File: src/rtl/writeback_unit.sv
// rtl/writeback_unit.sv - merges load and ALU results into one register-file write per cycle
// Loads always win; ALU results wait in a small FIFO or bypass it when it is empty.
module writeback_unit #(
    parameter int DATA_W = 16,
    parameter int ADDR_W = 3,
    parameter int DEPTH  = 2
) (
    input  logic                   inp_clk,
    input  logic                   inp_rst,
    input  logic                   inp_alu_valid,
    input  logic                   inp_alu_wen,
    input  logic [ADDR_W-1:0]      inp_alu_rd,
    input  logic [DATA_W-1:0]      inp_alu_data,
    output logic                   out_alu_ready,
    input  logic                   inp_ld_valid,
    input  logic [ADDR_W-1:0]      inp_ld_rd,
    input  logic [DATA_W-1:0]      inp_ld_data,
    input  logic                   inp_issue_valid,
    input  logic [ADDR_W-1:0]      inp_issue_rd,
    output logic [DATA_W-1:0]      out_dataWrite,
    output logic [ADDR_W-1:0]      out_regWrite,
    output logic                   out_flagWrite,
    output logic [(1<<ADDR_W)-1:0] out_pending
);
    localparam int PTR_W = $clog2(DEPTH);
    localparam int CNT_W = PTR_W + 1;
    localparam int NREG  = 1 << ADDR_W;

    logic [DATA_W-1:0] r_mem_data [DEPTH];
    logic [ADDR_W-1:0] r_mem_rd   [DEPTH];
    logic [PTR_W-1:0]  r_wr_ptr;
    logic [PTR_W-1:0]  r_rd_ptr;
    logic [CNT_W-1:0]  r_count;
    logic              r_alu_ready;
    logic [DATA_W-1:0] r_data;
    logic [ADDR_W-1:0] r_rd;
    logic              r_flag;
    logic [NREG-1:0]   r_pending;

    logic              w_accept;
    logic              w_acc_wr;
    logic              w_empty;
    logic              w_sel_ld;
    logic              w_sel_pop;
    logic              w_sel_byp;
    logic              w_push;
    logic              w_wr_en;
    logic [ADDR_W-1:0] w_wr_rd;
    logic [DATA_W-1:0] w_wr_data;
    logic [CNT_W-1:0]  w_count_next;
    logic [NREG-1:0]   w_set_mask;
    logic [NREG-1:0]   w_clr_mask;

    assign w_accept  = inp_alu_valid & r_alu_ready;
    assign w_acc_wr  = w_accept & inp_alu_wen;
    assign w_empty   = (r_count == '0);
    assign w_sel_ld  = inp_ld_valid;
    assign w_sel_pop = !inp_ld_valid && !w_empty;
    assign w_sel_byp = !inp_ld_valid && w_empty && w_acc_wr;
    assign w_push    = w_acc_wr && !w_sel_byp;
    assign w_wr_en   = w_sel_ld | w_sel_pop | w_sel_byp;

    always_comb begin
        w_wr_rd   = inp_alu_rd;
        w_wr_data = inp_alu_data;
        if (w_sel_ld) begin
            w_wr_rd   = inp_ld_rd;
            w_wr_data = inp_ld_data;
        end else if (w_sel_pop) begin
            w_wr_rd   = r_mem_rd[r_rd_ptr];
            w_wr_data = r_mem_data[r_rd_ptr];
        end
    end

    always_comb begin
        w_count_next = r_count;
        if (w_push && !w_sel_pop) begin
            w_count_next = r_count + CNT_W'(1);
        end else if (!w_push && w_sel_pop) begin
            w_count_next = r_count - CNT_W'(1);
        end
    end

    // Set is applied after clear so a same-cycle reissue keeps the bit outstanding.
    assign w_set_mask = inp_issue_valid ? (NREG'(1) << inp_issue_rd) : '0;
    assign w_clr_mask = w_wr_en ? (NREG'(1) << w_wr_rd) : '0;

    always_ff @(posedge inp_clk) begin
        if (w_push) begin
            r_mem_data[r_wr_ptr] <= inp_alu_data;
            r_mem_rd[r_wr_ptr]   <= inp_alu_rd;
        end
    end

    always_ff @(posedge inp_clk or posedge inp_rst) begin
        if (inp_rst) begin
            r_wr_ptr    <= '0;
            r_rd_ptr    <= '0;
            r_count     <= '0;
            r_alu_ready <= 1'b1;
            r_data      <= '0;
            r_rd        <= '0;
            r_flag      <= 1'b0;
            r_pending   <= '0;
        end else begin
            if (w_push) begin
                r_wr_ptr <= r_wr_ptr + PTR_W'(1);
            end
            if (w_sel_pop) begin
                r_rd_ptr <= r_rd_ptr + PTR_W'(1);
            end
            r_count     <= w_count_next;
            r_alu_ready <= (w_count_next != CNT_W'(DEPTH));
            r_flag      <= w_wr_en;
            if (w_wr_en) begin
                r_data <= w_wr_data;
                r_rd   <= w_wr_rd;
            end
            r_pending <= (r_pending & ~w_clr_mask) | w_set_mask;
        end
    end

    assign out_alu_ready = r_alu_ready;
    assign out_dataWrite = r_data;
    assign out_regWrite  = r_rd;
    assign out_flagWrite = r_flag;
    assign out_pending   = r_pending;
endmodule
File: config.mk
export PLATFORM = sky130hd
export DESIGN_NAME = writeback_unit
export DESIGN_NICKNAME = d
export VERILOG_FILES = /design/src/rtl/writeback_unit.sv
export SDC_FILE = /design/constraint.sdc
export NUM_CORES = 1
export LEC_CHECK = 0
export CAP_MARGIN = 20
export CORE_MARGIN = 3
export CORE_UTILIZATION = 45
export DETAILED_ROUTE_END_ITERATION = 7
export PLACE_DENSITY = 0.81
export SLEW_MARGIN = 20
export SYNTH_ARGS = -nofsm -noshare
export SYNTH_HDL_FRONTEND = slang
export SYNTH_SLANG_ARGS = --single-unit
File: constraint.sdc
create_clock -name inp_clk -period 2.15 [get_ports inp_clk]
set_input_delay 0.215 -clock inp_clk [delete_from_list [all_inputs] [get_ports inp_clk]]
set_output_delay 0.215 -clock inp_clk [all_outputs]
set_load 0.02 [all_outputs]
# After elaboration in Yosys (flattened, before gate mapping)

Memories as Yosys holds them, arrays and structs flattened.
Cells that the tools add are included.

Register bits: 33
Memory bits (writable): 38
Input port bits: 47
Memories kept: 2

Memories:

| memory     | words | width | rd ports | clocked after Yosys merged registers in | write ports | RTL line | source |
|---|---|---|---|---|---|---|---|
| r_mem_data | 2     | 16    | 1        | 0                                       | 1           | 29       | `logic [DATA_W-1:0] r_mem_data [DEPTH];` |
| r_mem_rd   | 2     | 3     | 1        | 0                                       | 1           | 30       | `logic [ADDR_W-1:0] r_mem_rd [DEPTH];` |

Add/subtract/negate cells: 4
Equal/unequal tests: 1
Shift-type cells: 2
Multiplexer cells: 10
Bitwise operators: 7
Reductions and logical operators: 12

Operator list:

| cell                | count |
|---|---|
| $mux 16             | 2 |
| $mux 8              | 2 |
| $shl 1x3->8 const A | 2 |
| $and 8x8->8         | 1 |
| $not 8->8           | 1 |
| $or 8x8->8          | 1 |
| $logic_and 1x1->1   | 6 |
| $mux 3              | 2 |
| $logic_not 1->1     | 5 |
| $mux 2              | 2 |
| $add 1x1->1 const B | 2 |
| $add 2x1->2 const B | 1 |
| $and 1x1->1         | 2 |
| $logic_not 2->1     | 1 |
| $mux 1              | 2 |
| $ne 2x2->1 const B  | 1 |
| $or 1x1->1          | 2 |
| $sub 2x1->2 const B | 1 |

# Depth between registers and ports, before layout

Gate-level depths: netlist of the first run.

Word-level depth: 10
Depth in mapped cells: 8
Gate-level depth less buffers: 7

# Least setup slack after synthesis of the first run

No wires, ideal clock.

Path type: flip-flop to flip-flop
Start point: register r_alu_ready (netlist: out_alu_ready)
End point: memory r_mem_data[0][0], enable pin
Arrival: 1.959 ns
Setup slack: -0.204 ns
Stages on the path, launching flop included: 5
Cell sequence: dfstp_2 and3_1 clkbuf_1 nand2_1 nor2_1

Cells in the longest elaborated chain, start to end: 7

RTL lines:

| what                             | RTL line | source |
|---|---|---|
| start: declaration               | 34       | `logic r_alu_ready;` |
| start signal: assignment         | 113      | `r_alu_ready <= (w_count_next != CNT_W'(DEPTH));` |
| $and 1x1->1 (*)                  | 54       | `assign w_accept = inp_alu_valid & r_alu_ready;` |
| $and 1x1->1 (*)                  | 55       | `assign w_acc_wr = w_accept & inp_alu_wen;` |
| $logic_and 1x1->1                | 59       | `assign w_sel_byp = !inp_ld_valid && w_empty && w_acc_wr;` |
| $logic_not 1->1                  | 60       | `assign w_push = w_acc_wr && !w_sel_byp;` |
| $logic_and 1x1->1 (*)            | 60       |  |
| $mux 1 (*)                       | 89       | `if (w_push) begin` |
| $mux 1 (implied by the code) (*) | 90       | `r_mem_data[r_wr_ptr] <= inp_alu_data;` |
| end: declaration                 | 29       |  |

Every way passes the cells marked *; elsewhere a longest branch is shown, timed or not.

# Final worst setup path of the first run

Start point: register r_count[0]
End point: register r_pending[1] (netlist: out_pending[1])

Cells in the longest elaborated chain, start to end: 10
Elaborated cells between the ends (all ways): 14

RTL lines:

| what                     | RTL line | source |
|---|---|---|
| start: declaration       | 33       | `logic [CNT_W-1:0] r_count;` |
| start signal: assignment | 112      | `r_count <= w_count_next;` |
| $logic_not 2->1 (*)      | 56       | `assign w_empty = (r_count == '0);` |
| $logic_not 1->1          | 58       | `assign w_sel_pop = !inp_ld_valid && !w_empty;` |
| $logic_and 1x1->1        | 58       |  |
| $mux 3                   | 69       | `end else if (w_sel_pop) begin` |
| $mux 3                   | 66       | `if (w_sel_ld) begin` |
| $shl 1x3->8              | 86       | `assign w_clr_mask = w_wr_en ? (NREG'(1) << w_wr_rd) : '0;` |
| $mux 8 (*)               | 86       |  |
| $not 8->8 (*)            | 119      | `r_pending <= (r_pending & ~w_clr_mask) \| w_set_mask;` |
| $and 8x8->8 (*)          | 119      |  |
| $or 8x8->8 (*)           | 119      |  |
| end signal: assignment   | 119      |  |
| end: declaration         | 38       | `logic [NREG-1:0] r_pending;` |

Marked as above.
A chain may end at the register's enable or synchronous reset.

==> results of run 1 <==
[per-layer routing]
metal  vias up  wire, um  global-route usage
met1      1095      3010               0.222
met3         9       359              0.0409
li1       1106         -                   -
met4         0        95              0.0765
met5         -         0                   0
met2        67      3380               0.279
[flip-flops by register name, summed over array words and instances (netlist names)]
name and count:
r_wr_ptr 1, out_alu_ready 1, out_regWrite 3, out_dataWrite 16, r_mem_data 32, r_count 2
out_pending 8, out_flagWrite 1, r_rd_ptr 1, r_mem_rd 6
[kinds of logic after synthesis]
family          synth area share
compound gates             0.107
xor+xnor                 0.00830
buf+inv                   0.0292
mux                        0.111
simple gates               0.119
fa+ha+maj                0.00395
flops                      0.621
[worst paths after layout]
| path | to | slack (ns) | cells after the start |
|---|---|---|---|
| max | out_pending[1]$_DFF_PP0_ | 0.22 | 6 |
| min | out_regWrite[2]$_DFFE_PP0P_ | 0.28 | 3 |
| max reg2reg | out_pending[1]$_DFF_PP0_ | 0.22 | 6 |
| min reg2reg | out_pending[6]$_DFF_PP0_ | 0.49 | 1 |
| max in group asynchronous | out_alu_ready$_DFF_PP1_ | 1.53 | 3 |
| min in group inp_clk | r_mem_data[0][2]$_DFFE_PP_ | 0.49 | 1 |
[cells in the mapped netlist (3+ instances only)]
cell type  instances
a21oi_1            4
a31oi_1            3
buf_2              5
clkbuf_1           6
dfrtp_1           32
edfxtp_1          38
inv_1              5
mux2i_1           34
nand2_1           37
nand2b_1           5
nor2_1            22
nor2b_1            4
nor3_1             3
o21ai_0           18
o21ai_1           16
xnor2_1            3
[cells in the final DEF, fill, tap and decap left out, types with 2 or more instances in the layout]
cell type and count:
nor3b_1 2, nand2b_1 5, a31oi_1 3, buf_4 10, xnor2_1 3, clkbuf_8 10, clkinv_1 2, clkdlybuf4s50_1 75
nor3_1 3, a211oi_4 2, o21ai_0 18, edfxtp_1 38, a21oi_1 4, o21ai_1 16, mux2i_1 34, dfrtp_1 32
nor2b_1 4, o22ai_1 2, and3_1 2, inv_1 5, clkinv_2 2, nor2_1 21, nand2_1 37, buf_12 2
[where the power goes]
group          total (W)  switching (W)  internal [W]  leakage (nW)
logic            0.00223        0.00117       0.00106         0.818
clock network    0.00102       0.000464      0.000556        0.0982
registers        0.00207       0.000233       0.00183         0.734
total            0.00532        0.00187       0.00345          1.65
[through the flow]
step,instances,util
after detailed placement,429,0.622
after global placement,429,0.622
after floorplan,263,-
after CTS,445,0.650
after global routing,445,0.650
final,445,0.650
[tightest hold or removal path: stages]
cell             delay, ns
clkdlybuf4s50_1       0.40
inv_1                 0.05
buf_4                 0.38
[layout make-up]
cell class / count / area, um^2
Inverter: 6 / 22.5
Tap cell: 93 / 116
Timing Repair Buffer: 87 / 866
Clock buffer: 11 / 141
Clock inverter: 5 / 47.5
Fill cell: 507 / 2300
Multi-Input combinational cell: 172 / 1110
Sequential cell: 71 / 1970
==> impl_metrics.tcl, run 1 <==
set metrics [dict create \
    viasPerCell 5.12 \
    dp_hpwl_um 5070 \
    dp_slack_ns 0.161 \
    io_pins 76 \
    crit_arrival_ns 2.13 \
    clk_path_buf_depth 2 \
    dr.pass1.iters 4 \
    synth_top_area_share 0.360 \
    yosys_warnings 0 \
    grt_usage 0.172 \
    holdWs_ns 0.285 \
    gp_congestion 0.775 \
    p_leak_nw 1.65 \
    crit_start "r_count[0]$_DFF_PP0_" \
    async_flop_share 0.465 \
    tightest_slew_ns 0.440 \
    path_buf_inv 1 \
    path_clk_slew_ns 0.07 \
    grt_pass1_vias 2278 \
    placed_area_mm2 0.00408 \
    synth_top_cell_by_area "edfxtp_1" \
    drt_first_iter_violations 118 \
    die_height_um 89.9 \
    ir_worst_vdd_mv 0.659 \
    tritoncts "done" \
    syn_nets 311 \
    ys.flop_type "edfxtp_1" \
    cts_max_level 3 \
    ys_seq_elements 71 \
    synth_cell_type_count 40 \
    start_util 0.482 \
    crit_path_max_fanout 9 \
    tns_ns 0 \
    core-area_mm2 0.00657 \
    cts_resized 0 \
    critPathTopFamily "compound AO/OA/AOI/OAI gates" \
    area_growth_pct 34.8 \
    synthTopCellsByArea "edfxtp_1 36%, dfrtp_1 25%, mux2i_1 11%" \
    drcViolationCount 0 \
    start_kind "flip-flop" \
    post_cts_buffers 0 \
    path_cells "inv_1 > ha_1 > nand2b_1 > o221ai_4 > o41ai_1 > o21ai_1" \
    end_kind "flip-flop" \
    rsz0062_at_grt "no" \
    syn_inst 263 \
    ys_seq_area_frac 0.621 \
    fin_area_mm2 0.00427 \
    netlist_area_mm2 0.00317 \
    fmax_mhz 519 \
    hold_class "primary input to async pin" \
    fin_nets 395 \
    setup_viol 0 \
    totalWireLength_um 6840 \
    detail-route-antenna-nets 0 \
    root_buffer "clkbuf_8" \
    clock_latency_ns 0.34 \
    status "finished, final reports clean" \
    drive_above_1_share 0.0994 \
    cts_sinks 71 \
    critPathRequiredTime_ns 2.35 \
    ctsHoldBuffers 0 \
    antenna_cells 0 \
    finalHoldViolations 0 \
    r2r-start "r_count[0]$_DFF_PP0_" \
    avgSynthCellArea_um2 12.0 \
    crit_path_max_incr_delay_ns 0.45 \
    critPathKind "flip-flop to flip-flop" \
    total_power_w 0.00532 \
    slew_headroom 0.707 \
    antenna_found_initial 0 \
    cts_inserted_buffers 9 \
    grt_max_degree 34 \
    max_cap_viol_count 0 \
    fin_crit_ns 1.93 \
    portBuffers 75 \
    die_width_um 89.9 \
    setup_ws_ns 0.221 \
    clock_skew_ns 0.00523 \
    overflow 0 \
    grt_first_pass_wirelength_um 11000 \
    rows 29 \
    vias 2277 \
    avgRoutedWirePerCell_um 15.4 \
    maxSlewViolCount 0 \
    fin_crit_sh 0.897 \
    synth_edf_count 38 \
    power.density_cell_area_mw_per_mm2 1240 \
    slowest_stage "dfrtp_1" \
    die-area_mm2 0.00808 \
]
No activity file was read; power rests on OpenSTA's default activity.
==> run 2: changes to the inputs <==
Settings changed: PLACE_DENSITY 0.81 to 0.76, TNS_END_PERCENT set to 100.
==> run 2 against run 1 <==
  * Non-clock buffer count rose by 2
  * Setup slack got worse by 0.072 ns
  * Global-route usage rose by 0.92 points
  * Combinational power rose by 3%
  * Clock skew rose by 0.0040 ns
  * Clock power rose by 42%
  * Register-to-register slack got worse by 0.07 ns
  * Utilization rose by 1.2 points
  * Largest cell class unchanged
==> impl_metrics.tcl, run 2 (synthesis gave the netlist of run 1 again) <==
set metrics [dict create \
    core-area_mm2 0.00657 \
    portBuffers 75 \
    overflow 0 \
    rrSetupSlack_ns 0.15 \
    power.density_cell_area_mw_per_mm2 1330 \
    ir_worst_vdd_mv 0.667 \
    final_cell_mix "75 x clkdlybuf4s50_1, 38 x edfxtp_1, 37 x nand2_1" \
    post_cts_buffers 0 \
    avgRoutedWirePerCell_um 15.8 \
    cts_inserted_buffers 9 \
    cts_resized 0 \
    grt_first_pass_wirelength_um 11800 \
    placed_area_mm2 0.00407 \
    p_leak_nw 1.69 \
    tightest_slew_ns 0.461 \
    hold_class "primary input to async pin" \
    fin_nets 397 \
    rows 29 \
    drt_first_iter_violations 88 \
    critPathRequiredTime_ns 2.41 \
    largest_reg_flops 32 \
    root_buffer "clkbuf_8" \
    detail-route-antenna-nets 0 \
    clock_skew_ns 0.00923 \
    rsz0062_at_grt "no" \
    final_common_cell "clkdlybuf4s50_1" \
    crit_arrival_ns 2.26 \
    drive_above_1_share 0.116 \
    finalHoldViolations 0 \
    clock_latency_ns 0.34 \
    grt_pass1_vias 2357 \
    die_width_um 89.9 \
    tritoncts "done" \
    gp_congestion 0.765 \
    cts_sinks 71 \
    antenna_cells 0 \
    max_cap_viol_count 0 \
    die_height_um 89.9 \
    status "finished, final reports clean" \
    tns_ns 0 \
    fmax_mhz 500 \
    io_pins 76 \
    r2r-start "r_count[0]$_DFF_PP0_" \
    die-area_mm2 0.00808 \
    setup_viol 0 \
    drcViolationCount 0 \
    slew_headroom 0.692 \
    cts_max_level 3 \
    antenna_found_initial 0 \
    end_kind "flip-flop" \
    final_core_util 0.663 \
    critPathKind "flip-flop to flip-flop" \
    start_kind "flip-flop" \
    totalWireLength_um 7060 \
    regMostFlops "r_mem_data" \
    dp_hpwl_um 5100 \
    clk_path_buf_depth 2 \
    fin_area_mm2 0.00435 \
    fin_crit_ns 2.00 \
    viasPerCell 5.09 \
    area_growth_pct 37.4 \
    fin_crit_sh 0.930 \
    crit_start "r_count[0]$_DFF_PP0_" \
    grt_max_degree 34 \
    ctsHoldBuffers 0 \
    maxSlewViolCount 0 \
    crit_path_max_fanout 11 \
    path_clk_slew_ns 0.08 \
    start_util 0.482 \
    vias 2277 \
    grt_usage 0.181 \
    dr.pass1.iters 4 \
]
run 2: per-layer routing:
| layer | part of all wire | up-vias | track usage |
|---|---|---|---|
| met4 | 0.015 | 0 | 0.0702 |
| met1 | 0.45 | 1082 | 0.242 |
| met5 | 0 | - | 0 |
| li1 | - | 1105 | - |
| met3 | 0.056 | 8 | 0.0484 |
| met2 | 0.47 | 82 | 0.284 |
run 2: layout make-up:
type	count	area [um^2]
clock buffer	11	151
tap	93	116
sequential	71	1970
fill	537	2210
clock inverter	5	128
inverter	6	22.5
timing repair buffer	89	856
multi-input combinational	172	1110
run 2: worst paths after layout:
check	depth (start not counted)	to
worst max-delay path	7	out_pending[7]$_DFF_PP0_
worst min-delay path	3	out_dataWrite[15]$_DFFE_PP0P_
worst max register to register	7	out_pending[7]$_DFF_PP0_
worst min register to register	2	out_dataWrite[5]$_DFFE_PP0P_
max in group asynchronous	3	r_count[0]$_DFF_PP0_
min in group inp_clk	1	r_mem_data[0][4]$_DFFE_PP_
run 2: metrics by stage:
| step | total power (W) | worst slack (ns) | instances | hold slack [ns] |
|---|---|---|---|---|
| floorplan | 0.00341 | 0.0919 | 263 | 0.314 |
| global placement | 0.00428 | 0.235 | 431 | 0.474 |
| detailed placement | 0.00436 | 0.117 | 431 | 0.476 |
| CTS | 0.00581 | 0.110 | 447 | 0.298 |
| global route | 0.00610 | 0.0468 | 447 | 0.357 |
| finish | 0.00577 | 0.149 | 447 | 0.296 |
run 2: report_power, final:
| group | total [W] | switching, W | internal [W] |
|---|---|---|---|
| Combinational | 0.00229 | 0.00123 | 0.00106 |
| Clock | 0.00145 | 0.000499 | 0.000952 |
| Sequential | 0.00203 | 0.000197 | 0.00183 |
run 2: critical path: stages, from the launching register on:
cell      delay, ns
dfrtp_2        0.41
inv_1          0.05
ha_1           0.28
buf_4          0.20
or2_1          0.29
o221ai_4       0.30
and4bb_1       0.26
o22ai_1        0.13
==> run 3: changes to the inputs <==
Settings changed: RECOVER_POWER set to 50.
==> run 3 against run 2 <==
  * Power decreased by 0.82%
  * Setup slack got worse by 0.0023 ns
  * Utilization is essentially flat
  * Final cell count is the same
  * Global-route usage unchanged
  * First-iteration DRC count down 2.3%
  * Flip-flop and latch count unchanged
  * Cell area about the same
  * Clock skew is essentially flat
  * Clock power barely moved
  * Largest cell class unchanged
  * Largest power group unchanged
==> impl_metrics.tcl, run 3 (synthesis gave the netlist of run 1 again) <==
set metrics [dict create \
    post_cts_buffers 0 \
    drt_first_iter_violations 86 \
    critPathKind "flip-flop to flip-flop" \
    placed_area_mm2 0.00407 \
    min_path_cells 2 \
    dr.pass1.iters 4 \
    pwr-share-clk 0.254 \
    grt_usage 0.181 \
    drive_above_1_share 0.116 \
    rrSetupSlack_ns 0.15 \
    portBuffers 75 \
    io_pins 76 \
    gp_congestion 0.765 \
    cts_sinks 71 \
    root_buffer "clkbuf_8" \
    viasPerCell 5.08 \
    tritoncts "done" \
    placedCellCount 431 \
    min_from "out_dataWrite[5]$_DFFE_PP0P_" \
    path_buf_inv 2 \
    dp_hpwl_um 5100 \
    core-area_mm2 0.00657 \
    clk_path_buf_depth 2 \
    slowest_stage "dfrtp_2" \
    die-area_mm2 0.00808 \
    pwr-share-seq 0.354 \
    clock_skew_ns 0.00935 \
    fin_crit_sh 0.932 \
    power_switching_w 0.00193 \
    p_int_w 0.00380 \
    die_height_um 89.9 \
    critPathRequiredTime_ns 2.41 \
    r2r-start "r_count[0]$_DFF_PP0_" \
    avgRoutedWirePerCell_um 15.8 \
    totalWireLength_um 7050 \
    path_cells "inv_1 > ha_1 > buf_4 > or2_1 > o221ai_4 > and4bb_1 > o22ai_1" \
    antenna_found_initial 0 \
    combPwrFrac 0.392 \
    r2r-end "out_pending[7]$_DFF_PP0_" \
    max_cap_viol_count 0 \
    finalHoldViolations 0 \
    rsz0062_at_grt "no" \
    start_kind "flip-flop" \
    power.density_cell_area_mw_per_mm2 1320 \
    final_cell_mix "44 x clkdlybuf4s50_1, 38 x edfxtp_1, 37 x nand2_1" \
    slew_headroom 0.397 \
    vias 2272 \
    hold_class "flip-flop to flip-flop" \
    regMostFlops "r_mem_data" \
    antenna_cells 0 \
    rows 29 \
    ir_worst_vdd_mv 0.667 \
    final_common_cell "clkdlybuf4s50_1" \
    grt_max_degree 34 \
    worst-r2r-cell-count 7 \
    maxSlewViolCount 0 \
    cts_max_level 3 \
    crit_arrival_ns 2.26 \
    fmax_mhz 499 \
    largest_reg_flops 32 \
    setup_viol 0 \
    sw_frac_of_total 0.337 \
    layout.cells.non_filler 447 \
    critPathTopFamily "simple AND/OR/NAND/NOR gates" \
    crit_path_max_incr_delay_ns 0.41 \
    detail-route-antenna-nets 0 \
    hold_end "out_dataWrite[5]$_DFFE_PP0P_" \
    status "finished, final reports clean" \
    path_clk_slew_ns 0.07 \
    fin_crit_ns 2.00 \
    die_width_um 89.9 \
    total_power_w 0.00573 \
    grt_pass1_vias 2357 \
    end_kind "flip-flop" \
    clock_latency_ns 0.34 \
    fin_area_mm2 0.00435 \
    drcViolationCount 0 \
    p_leak_nw 1.70 \
    overflow 0 \
    tns_ns 0 \
    grt_first_pass_wirelength_um 11800 \
    start_util 0.482 \
    tightest_slew_ns 0.904 \
    cts_inserted_buffers 9 \
    area_growth_pct 37.3 \
    fin_nets 397 \
    crit_path_max_fanout 11 \
]
## run 3: cell types whose count changed in the layout (fill, tap and decap cells not counted)
cell and delta:
clkdlybuf4s50_1 -31, buf_4 -1, clkbuf_2 +1, dlygate4sd3_1 +31
## run 3: worst max path at each step
stage	depth (start not counted)	slack [ns]	endpoint	from
finish	7	0.15	out_pending[7]$_DFF_PP0_	r_count[0]$_DFF_PP0_
global route	7	0.05	out_pending[1]$_DFF_PP0_	r_count[1]$_DFF_PP0_
CTS	7	0.11	out_pending[7]$_DFF_PP0_	r_count[0]$_DFF_PP0_
detailed placement	7	0.12	out_pending[7]$_DFF_PP0_	r_count[0]$_DFF_PP0_
global placement	7	0.24	out_pending[7]$_DFF_PP0_	r_count[0]$_DFF_PP0_
floorplan	4	0.09	r_mem_data[0][0]$_DFFE_PP_	out_alu_ready$_DFF_PP1_
## run 3: timing repair
item / 4_1_cts / 5_1_grt
resized for setup: 0 / 1
endpoints found under the setup margin: 0 / 1
hold endpoints to repair: 0 / 0
hold buffers: 0 / 0
## run 3: worst min-delay path, stage by stage (launching register included)
cell	delay, ns
dfrtp_1	0.34
nand2_1	0.05
o21ai_1	0.06
## run 3: layout make-up
type	count	area, um^2
inverter	6	22.5
clock buffer	11	151
fill	538	2220
tap	93	116
clock inverter	5	128
sequential	71	1970
multi-input combinational	172	1110
timing repair buffer	89	853
## run 3: metrics by stage
step,hold WS [ns],utilization,worst slack (ns)
2_1_floorplan,0.314,-,0.0919
3_3_place_gp,0.474,0.620,0.235
3_5_place_dp,0.476,0.620,0.117
4_1_cts,0.298,0.663,0.110
5_1_grt,0.506,0.662,0.0468
6_report,0.485,0.662,0.147
## run 3: layer usage
layer / global-route usage / vias up / wire length [um]
met3: 0.0484 / 8 / 376
li1: - / 1106 / -
met1: 0.242 / 1076 / 3220
met4: 0.0702 / 0 / 110
met2: 0.284 / 82 / 3350
met5: 0 / - / 0
## run 3: power groups by stage
stage / combinational, W / clock [W] / sequential, W
2_1_floorplan: 0.00104 / 0 / 0.00236
3_3_place_gp: 0.00224 / 0 / 0.00205
3_5_place_dp: 0.00230 / 0 / 0.00206
4_1_cts: 0.00231 / 0.00147 / 0.00203
5_1_grt: 0.00243 / 0.00154 / 0.00208
6_report: 0.00225 / 0.00145 / 0.00203
